## src/rtl/fb_pkg.sv

```systemverilog
// Shared constants and state type for the trail framebuffer write scheduler.
package fb_pkg;
  localparam int H_RES = 640;
  localparam int V_RES = 480;
  localparam int FB_DEPTH = H_RES * V_RES;
  localparam int ADDR_W = 19;
  localparam int DATA_W = 8;
  localparam int BLK = 8;
  localparam logic [7:0] P1_ID = 8'h01;
  localparam logic [7:0] P2_ID = 8'h80;

  typedef enum logic {
    IDLE,
    CLEAR
  } fb_state_t;
endpackage

```

## src/rtl/fb_write_scheduler_rr_arbiter2.sv

```systemverilog
// Two-way round-robin arbiter; pointer remembers the last granted side.
module rr_arbiter2 (
  input  logic       CLOCK_50,
  input  logic       reset,
  input  logic       en,
  input  logic [1:0] req,
  input  logic       accept,
  output logic [1:0] gnt
);
  logic last_p2;

  always_comb begin
    gnt = 2'b00;
    if (en) begin
      unique case (1'b1)
        (req == 2'b11): gnt = last_p2 ? 2'b01 : 2'b10;
        (req == 2'b01): gnt = 2'b01;
        (req == 2'b10): gnt = 2'b10;
        default:        gnt = 2'b00;
      endcase
    end
  end

  always_ff @(posedge CLOCK_50) begin
    if (reset)
      last_p2 <= 1'b1;
    else if (accept)
      last_p2 <= gnt[1];
  end
endmodule

```

## src/rtl/fb_write_scheduler.sv

```systemverilog
// Framebuffer write-port owner: player round-robin plus full-frame clear.
// Define FB_SEED_START_EN to seed both start blocks during the clear sweep.
module fb_write_scheduler #(
  parameter int H_RES  = fb_pkg::H_RES,
  parameter int V_RES  = fb_pkg::V_RES,
  parameter int ADDR_W = fb_pkg::ADDR_W,
  parameter int DATA_W = fb_pkg::DATA_W,
  parameter int BLK    = fb_pkg::BLK,
  parameter logic [DATA_W-1:0] P1_ID = fb_pkg::P1_ID,
  parameter logic [DATA_W-1:0] P2_ID = fb_pkg::P2_ID,
  parameter int P1_X = 216,
  parameter int P1_Y = 240,
  parameter int P2_X = 416,
  parameter int P2_Y = 240
) (
  input  logic              CLOCK_50,
  input  logic              reset,
  input  logic              clear_req,
  output logic              clear_busy,
  output logic              clear_done,
  input  logic              p1_valid,
  output logic              p1_ready,
  input  logic [ADDR_W-1:0] p1_addr,
  input  logic [DATA_W-1:0] p1_data,
  input  logic              p2_valid,
  output logic              p2_ready,
  input  logic [ADDR_W-1:0] p2_addr,
  input  logic [DATA_W-1:0] p2_data,
  output logic              addr_err,
  output logic [ADDR_W-1:0] wraddress,
  output logic [DATA_W-1:0] data,
  output logic              wren
);
  import fb_pkg::*;

  localparam int XW = $clog2(H_RES);
  localparam int YW = $clog2(V_RES);
  localparam logic [ADDR_W-1:0] A_LAST =
    ADDR_W'(H_RES * V_RES - 1);
  localparam logic [XW-1:0] X_LAST = XW'(H_RES - 1);

  fb_state_t state, state_nx;
  logic [ADDR_W-1:0] a;
  logic [XW-1:0] x;
  logic [YW-1:0] y;
  logic [1:0] gnt;
  logic arb_en;
  logic sweep_end;
  logic [ADDR_W-1:0] sel_addr;
  logic [DATA_W-1:0] sel_data;
  logic [DATA_W-1:0] clr_data;

  assign arb_en = (state == IDLE) && !clear_req;

  rr_arbiter2 u_arb (
    .CLOCK_50 (CLOCK_50),
    .reset    (reset),
    .en       (arb_en),
    .req      ({p2_valid, p1_valid}),
    .accept   (|gnt),
    .gnt      (gnt)
  );

  assign p1_ready   = gnt[0];
  assign p2_ready   = gnt[1];
  assign clear_busy = (state == CLEAR);
  assign sweep_end  = (a == A_LAST);
  assign sel_addr   = gnt[1] ? p2_addr : p1_addr;
  assign sel_data   = gnt[1] ? p2_data : p1_data;

`ifdef FB_SEED_START_EN
  logic [31:0] xe, ye;
  logic in1, in2;
  assign xe  = 32'(x);
  assign ye  = 32'(y);
  assign in1 = (xe >= 32'(P1_X)) && (xe < 32'(P1_X + BLK)) &&
               (ye >= 32'(P1_Y)) && (ye < 32'(P1_Y + BLK));
  assign in2 = (xe >= 32'(P2_X)) && (xe < 32'(P2_X + BLK)) &&
               (ye >= 32'(P2_Y)) && (ye < 32'(P2_Y + BLK));
  assign clr_data = in1 ? P1_ID : (in2 ? P2_ID : '0);
`else
  logic unused_cfg;
  assign unused_cfg = ^{y, P1_ID, P2_ID, 32'(BLK),
                        32'(P1_X), 32'(P1_Y),
                        32'(P2_X), 32'(P2_Y)};
  assign clr_data = '0;
`endif

  always_comb begin
    state_nx = state;
    unique case (state)
      IDLE:  if (clear_req) state_nx = CLEAR;
      CLEAR: if (sweep_end) state_nx = IDLE;
    endcase
  end

  always_ff @(posedge CLOCK_50) begin
    if (reset)
      state <= IDLE;
    else
      state <= state_nx;
  end

  // x/y track a so the seed compare needs no divider or multiplier
  always_ff @(posedge CLOCK_50) begin
    if (reset || state != CLEAR || sweep_end) begin
      a <= '0;
      x <= '0;
      y <= '0;
    end else begin
      a <= a + 1'b1;
      if (x == X_LAST) begin
        x <= '0;
        y <= y + 1'b1;
      end else begin
        x <= x + 1'b1;
      end
    end
  end

  always_ff @(posedge CLOCK_50) begin
    if (reset) begin
      wren       <= 1'b0;
      wraddress  <= '0;
      data       <= '0;
      addr_err   <= 1'b0;
      clear_done <= 1'b0;
    end else begin
      wren       <= 1'b0;
      addr_err   <= 1'b0;
      clear_done <= 1'b0;
      if (state == CLEAR) begin
        wren       <= 1'b1;
        wraddress  <= a;
        data       <= clr_data;
        clear_done <= sweep_end;
      end else if (|gnt) begin
        if (sel_addr <= A_LAST) begin
          wren      <= 1'b1;
          wraddress <= sel_addr;
          data      <= sel_data;
        end else begin
          addr_err <= 1'b1;
        end
      end
    end
  end
endmodule

```

## config.mk

```make
export PLATFORM = sky130hd
export DESIGN_NAME = fb_write_scheduler
export DESIGN_NICKNAME = d
export VERILOG_FILES = /design/src/rtl/fb_pkg.sv /design/src/rtl/fb_write_scheduler_rr_arbiter2.sv /design/src/rtl/fb_write_scheduler.sv
export SDC_FILE = /design/constraint.sdc
export NUM_CORES = 1
export LEC_CHECK = 0
export CAP_MARGIN = 20
export CORE_ASPECT_RATIO = 1.25
export CORE_MARGIN = 8
export CORE_UTILIZATION = 46
export DETAILED_ROUTE_END_ITERATION = 8
export GPL_TIMING_DRIVEN = 0
export HOLD_SLACK_MARGIN = 0.06
export PLACE_DENSITY = 0.8
export RECOVER_POWER = 25
export REMOVE_ABC_BUFFERS = 1
export SYNTH_ARGS = -nofsm -noshare
export SYNTH_HDL_FRONTEND = slang
export SYNTH_SLANG_ARGS = --single-unit
```

## constraint.sdc

```tcl
create_clock -name CLOCK_50 -period 2.3 [get_ports CLOCK_50]
set_input_delay 0.46 -clock CLOCK_50 [delete_from_list [all_inputs] [get_ports CLOCK_50]]
set_output_delay 0.46 -clock CLOCK_50 [all_outputs]
set_load 0.01 [all_outputs]
```

# Word level (Yosys, flattened, before mapping)

Index checks and enable logic that the tools add are counted.

Muxes and demuxes: 15
Equal/unequal tests: 4
Bitwise gates (word level): 2
$add $sub $neg: 1
Reductions and logical operators: 12
Div/mod/pow operators: 0
Multipliers: 0
Shifts and indexed selects: 0
Order comparisons: 1

Operators by type and width:

| cell                                                                   | count |
|---|---|
| 19-bit 2-to-1 mux                                                      | 4 |
| 19-bit by 1-bit adder with 19-bit output (second input constant)       | 1 |
| 19-bit equality test (second input constant)                           | 1 |
| 19-bit <= comparator (second input constant)                           | 1 |
| 8-bit 2-to-1 mux                                                       | 1 |
| 1-bit 2-to-1 mux                                                       | 6 |
| 2-bit case mux with 3 select lines                                     | 1 |
| 2-bit OR reduction                                                     | 3 |
| 2-bit equality test (second input constant)                            | 2 |
| 2-bit 2-to-1 mux                                                       | 2 |
| 2-bit AND reduction                                                    | 2 |
| 2-bit nonzero test                                                     | 2 |
| 3-bit OR reduction                                                     | 1 |
| 2-bit by 1-bit equality test with 1-bit output (second input constant) | 1 |
| 1-bit logical OR                                                       | 2 |
| 1-bit NOT                                                              | 2 |
| 1-bit case mux with 2 select lines                                     | 1 |
| 1-bit logical AND                                                      | 1 |
| 1-bit zero test                                                        | 1 |

Output and inout bits: 33
Register bits after elaboration: 51
Memories: 0
Memory bits (writable): 0
Bits in latches: 0
Word-level logic and storage cells: 43
Bits in read-only memories: 0

# Longest topological paths before layout

Gate-level depths: netlist of run 1.

Depth in word-level cells: 8
Mapped depth: 7
Gate-level depth less buffers: 5

# By module

Synthesis of run 1 repeated with hierarchy kept, for this count alone.

Cell total of the unflattened synthesis: 343
Area, all modules: 2834.0 um2

By module, submodules not included:

| module             | area an instance (um2) | cells an instance | times used |
|---|---|---|---|
| fb_write_scheduler | 2768.9                 | 334               | 1 |
| rr_arbiter2        | 65.1                   | 9                 | 1 |

# Worst setup path before layout of run 1

Ideal clock, no wire load.

Path kind: input to output
From: in clear_req
To: out p1_ready
Buffers on the path: 2
Arrival: 1623 ps
Cell stages on the path: 5
Data required time: 1840 ps
Slack: 217 ps
Cells stage by stage: or3b_1 > nor2_1 > buf_2 > buf_2 > nor2b_1

Cells in the longest elaborated chain, start to end: 3

RTL lines:

| what              | line                                 | RTL |
|---|---|---|
| from (decl)       | fb_write_scheduler.sv:18             | `input logic clear_req,` |
| 1-bit zero test   | fb_write_scheduler.sv:53             | `assign arb_en = (state == IDLE) && !clear_req;` |
| 1-bit logical AND | fb_write_scheduler.sv:53             |  |
| 2-bit 2-to-1 mux  | fb_write_scheduler_rr_arbiter2.sv:14 | `if (en) begin` |
| to (decl)         | fb_write_scheduler.sv:22             | `output logic p1_ready,` |

No other way between the ends.

# Worst setup path in the final report of run 1

From: reg state, in the netlist clear_busy
To: out p1_ready

Cells in the longest elaborated chain, start to end: 3

RTL lines:

| what                   | line                                 | RTL |
|---|---|---|
| from (decl)            | fb_write_scheduler.sv:42             | `fb_state_t state, state_nx;` |
| from (signal assigned) | fb_write_scheduler.sv:101            | `state <= state_nx;` |
| 1-bit NOT (no line)    | -                                    |  |
| 1-bit logical AND      | fb_write_scheduler.sv:53             |  |
| 2-bit 2-to-1 mux       | fb_write_scheduler_rr_arbiter2.sv:14 |  |

No other way between the ends.

==> results.yml, run 1 <==
finish:
  nFillCells: 479
  multi_input_area_sq_mm: 0.00162
  drive_gt1_share_pct: 10.5
  diodes: 0
  syn_to_final_growth_pct: 46.0
  register_area_sq_mm: 0.00102
  final_nets: 478
synthesis:
  syn_area_sq_mm: 0.00276
  synth_cell_type_count: 41
  synth.top_cell.area_share_pct: 37.0
  synth_area_leaders: "dfxtp_1, mux2i_1, or4_1, o311ai_0, a21oi_1"
  synth_flop_cell: "dfxtp_1"
  async_flop_share_pct: 0
  synth_area_leader_cell: "dfxtp_1"
  yosys-top-cells-count: "dfxtp_1, a21oi_1, mux2i_1"
  avgSynthCellArea_sq_um: 8.52
  synth_warnings: 0
  yosysMostFrequentCell: "dfxtp_1"
  syn-instance-count: 324
  synth_seq_cells: 51
  yosysSeqAreaShare_pct: 37.0
  synth_edf_count: 0
worst_hold_path:
  min_path_cells: 3
  holdCritPathClass: "in2reg"
  min_from: "clear_req"
  holdPathEnd: "clear_busy$_SDFF_PP0_"
placement:
  dp_hpwl_microns: 5930
  io_buffers: 91
  pre_cts_ws_ns: -1.40
  place_congestion: 0.809
critical_path:
  worstPathArrival_ns: 1.78
  crit_path_cell_trace: "or3b_4 -> nor2_4 -> clkbuf_16 -> nor2b_1 -> dlygate4sd2_1"
  worstSetupPathType: "reg2out"
  cp.required_ns: 1.84
  crit_slowest_cell: "or3b_4"
  start_kind: "register"
  r2r_slack_ns: 0.13
  cpPeakStageDelay_ns: 0.42
  critPathMaxFanout: 14
  r2r_start: "a[0]$_SDFF_PP0_"
  cp_top_family: "simple AND/OR/NAND/NOR gates"
  crit_buf_inv: 2
  cp-end-kind: "output port"
  rr_endpoint: "a[16]$_SDFF_PP0_"
  reg2reg_depth: 5
timing:
  fmax_mhz: 446
  layout_worst_path_cycle_share_pct: 97.6
  drv_slew: 0
  maxSlewHeadroom_pct: 45.5
  period_minus_slack_ns: 2.24
  setup_ws_ns: 0.0557
  tightest_slew_ns: 0.815
  rsz0062_at_grt: "no"
  fin_skew_ns: 0.00542
  finalHoldViolCount: 0
  setup_viol: 0
die:
  die_h_microns: 103
  ios: 92
  dieWidth_microns: 85.3
  core_region_area_sq_mm: 0.00582
  rows: 31
  die_area_sq_mm: 0.00875
  start_util_pct: 47.5
clock_network:
  clock_path_buffers: 2
  path_clk_slew_ns: 0.09
  cts_hold_buf: 0
  clk_latency_ns: 0.31
  cts_sinks: 51
  htreeDepth: 2
  cts_root_buf: "clkbuf_8"
  cts_tree: "yes"
  numCtsBuffers: 5
routing:
  drt_iter0_drc: 136
  antenna_left: 0
  post_drt_wl_per_cell_microns: 18.1
  top_layer: "met4"
  wl_met1_microns: 3390
  wl_met2_microns: 4500
  dr.pass1.iters: 4
  met3_length_microns: 696
  drc: 0
  routed_wl_microns: 8760
  avgViaCountPerCell: 5.89
  vias: 2855
grt:
  grt_pass1_vias: 2862
  antenna_found_initial: 0
  grt_first_pass_wirelength_microns: 13800
  grt_overflow: 0
  grt_util_all_layers_pct: 19.5
  grt_max_degree: 59
power_and_ir_drop:
  finalPower_uw: 2150
  power.density_mw_per_mm2: 534
  max-vdd-ir-drop_uv: 433
  p_leak_uw: 0.00144
run:
  cap_violations: 0
outcome:
  status: "finished, final reports clean"
repair_timing:
action,CTS,global route
endpoints found under the setup margin,48,23
setup buffers,5,12
pin swaps,5,2
resized for setup,16,6
gates cloned,2,0
cell type report:
cell class,instances,share of cell area (%)
Clock buffer,8,2.48
Tap cell,66,2.05
Inverter,20,1.86
Multi-Input combinational cell,228,40.3
Timing Repair Buffer,112,27.9
Sequential cell,51,25.4
through the flow:
| stage | area [sq um] | setup TNS [ns] | cells | hold WS [ns] | utilization [%] |
|---|---|---|---|---|---|
| floorplan | 2650 | -57.59 | 297 | 0.425 | - |
| global placement | 3640 | -119.62 | 454 | 0.442 | 62.6 |
| detailed placement | 3750 | -32.96 | 458 | 0.446 | 64.5 |
| CTS | 3940 | 0 | 473 | 0.467 | 67.6 |
| global route | 4030 | 0 | 485 | 0.485 | 69.3 |
| finish | 4030 | 0 | 485 | 0.460 | 69.3 |
worst min-delay path, delay by kind of cell:
kind | cells | cell delay (ns)
buffers and inverters | 1 | 0.16
AND/OR/NAND/NOR | 2 | 0.11
state kept, by name (all words and copies together) (netlist names):
name / flops
a: 19
addr_err: 1
clear_busy: 1
clear_done: 1
data: 8
u_arb.last_p2: 1
wraddress: 19
wren: 1
per-layer routing:
| metal | vias up | track usage (%) |
|---|---|---|
| li1 | 1391 | - |
| met1 | 1341 | 20.2 |
| met2 | 112 | 35.9 |
| met3 | 11 | 5.90 |
| met4 | 0 | 8.11 |
| met5 | - | 0 |
report_power, final:
part           switching (uW)  total (uW)  internal, uW
sequential               34.3         977           943
clock                     303         579           275
combinational             272         597           324
total                     610        2150          1540
layout by cell type, fill, tap and decap left out, drive strengths merged, types with 3 or more instances in the layout:
cell	count
and3	6
a211oi	9
a21oi	27
inv	20
nand4	6
and2	4
nand2	11
o21ai	6
a211o	3
dfxtp	51
nand2b	20
buf	21
dlygate4sd2	3
o311ai	19
nor3	4
xnor2	9
a31oi	8
clkdlybuf4s50	66
or4	23
nand3	9
clkbuf	10
dlygate4sd3	20
mux2i	27
nor2	17
cells by family (layout without fill, tap and decap cells):
family,count (synthesis),count (layout),synth area share (%)
AOI/OAI and AO/OA,79,79,19.8
adders and majority gates,1,1,0.453
buffers and inverters,47,140,6.80
and+or+nand+nor,110,112,23.4
xor gates and xnor gates,9,9,2.85
muxes,27,27,9.79
DFF,51,51,37.0
how the worst max path moves through the flow:
stage                                      from                         to  cells after the start
after global placement    clear_busy$_SDFF_PP0_  wraddress[4]$_SDFFE_PP0P_                      4
after global routing      clear_busy$_SDFF_PP0_                   p1_ready                      5
after detailed placement              clear_req                   p2_ready                      5
after floorplan           clear_busy$_SDFF_PP0_  wraddress[0]$_SDFFE_PP0P_                      4
final                     clear_busy$_SDFF_PP0_                   p1_ready                      5
after CTS                              p2_valid                   p1_ready                      6
Note: power is estimated with default switching activity, not from simulation.
==> run 2: changes to the inputs <==
ABC_CLOCK_PERIOD_IN_PS = 2300   (was unset)
==> results of run 2 <==
Same layout as run 1: the final DEF is identical, and so are final timing and power.
==> run 3: changes to the inputs <==
CTS_CLUSTER_DIAMETER = 60   (was unset)
==> results of run 3 <==
Same layout as run 1: the final DEF is identical, and so are final timing and power.
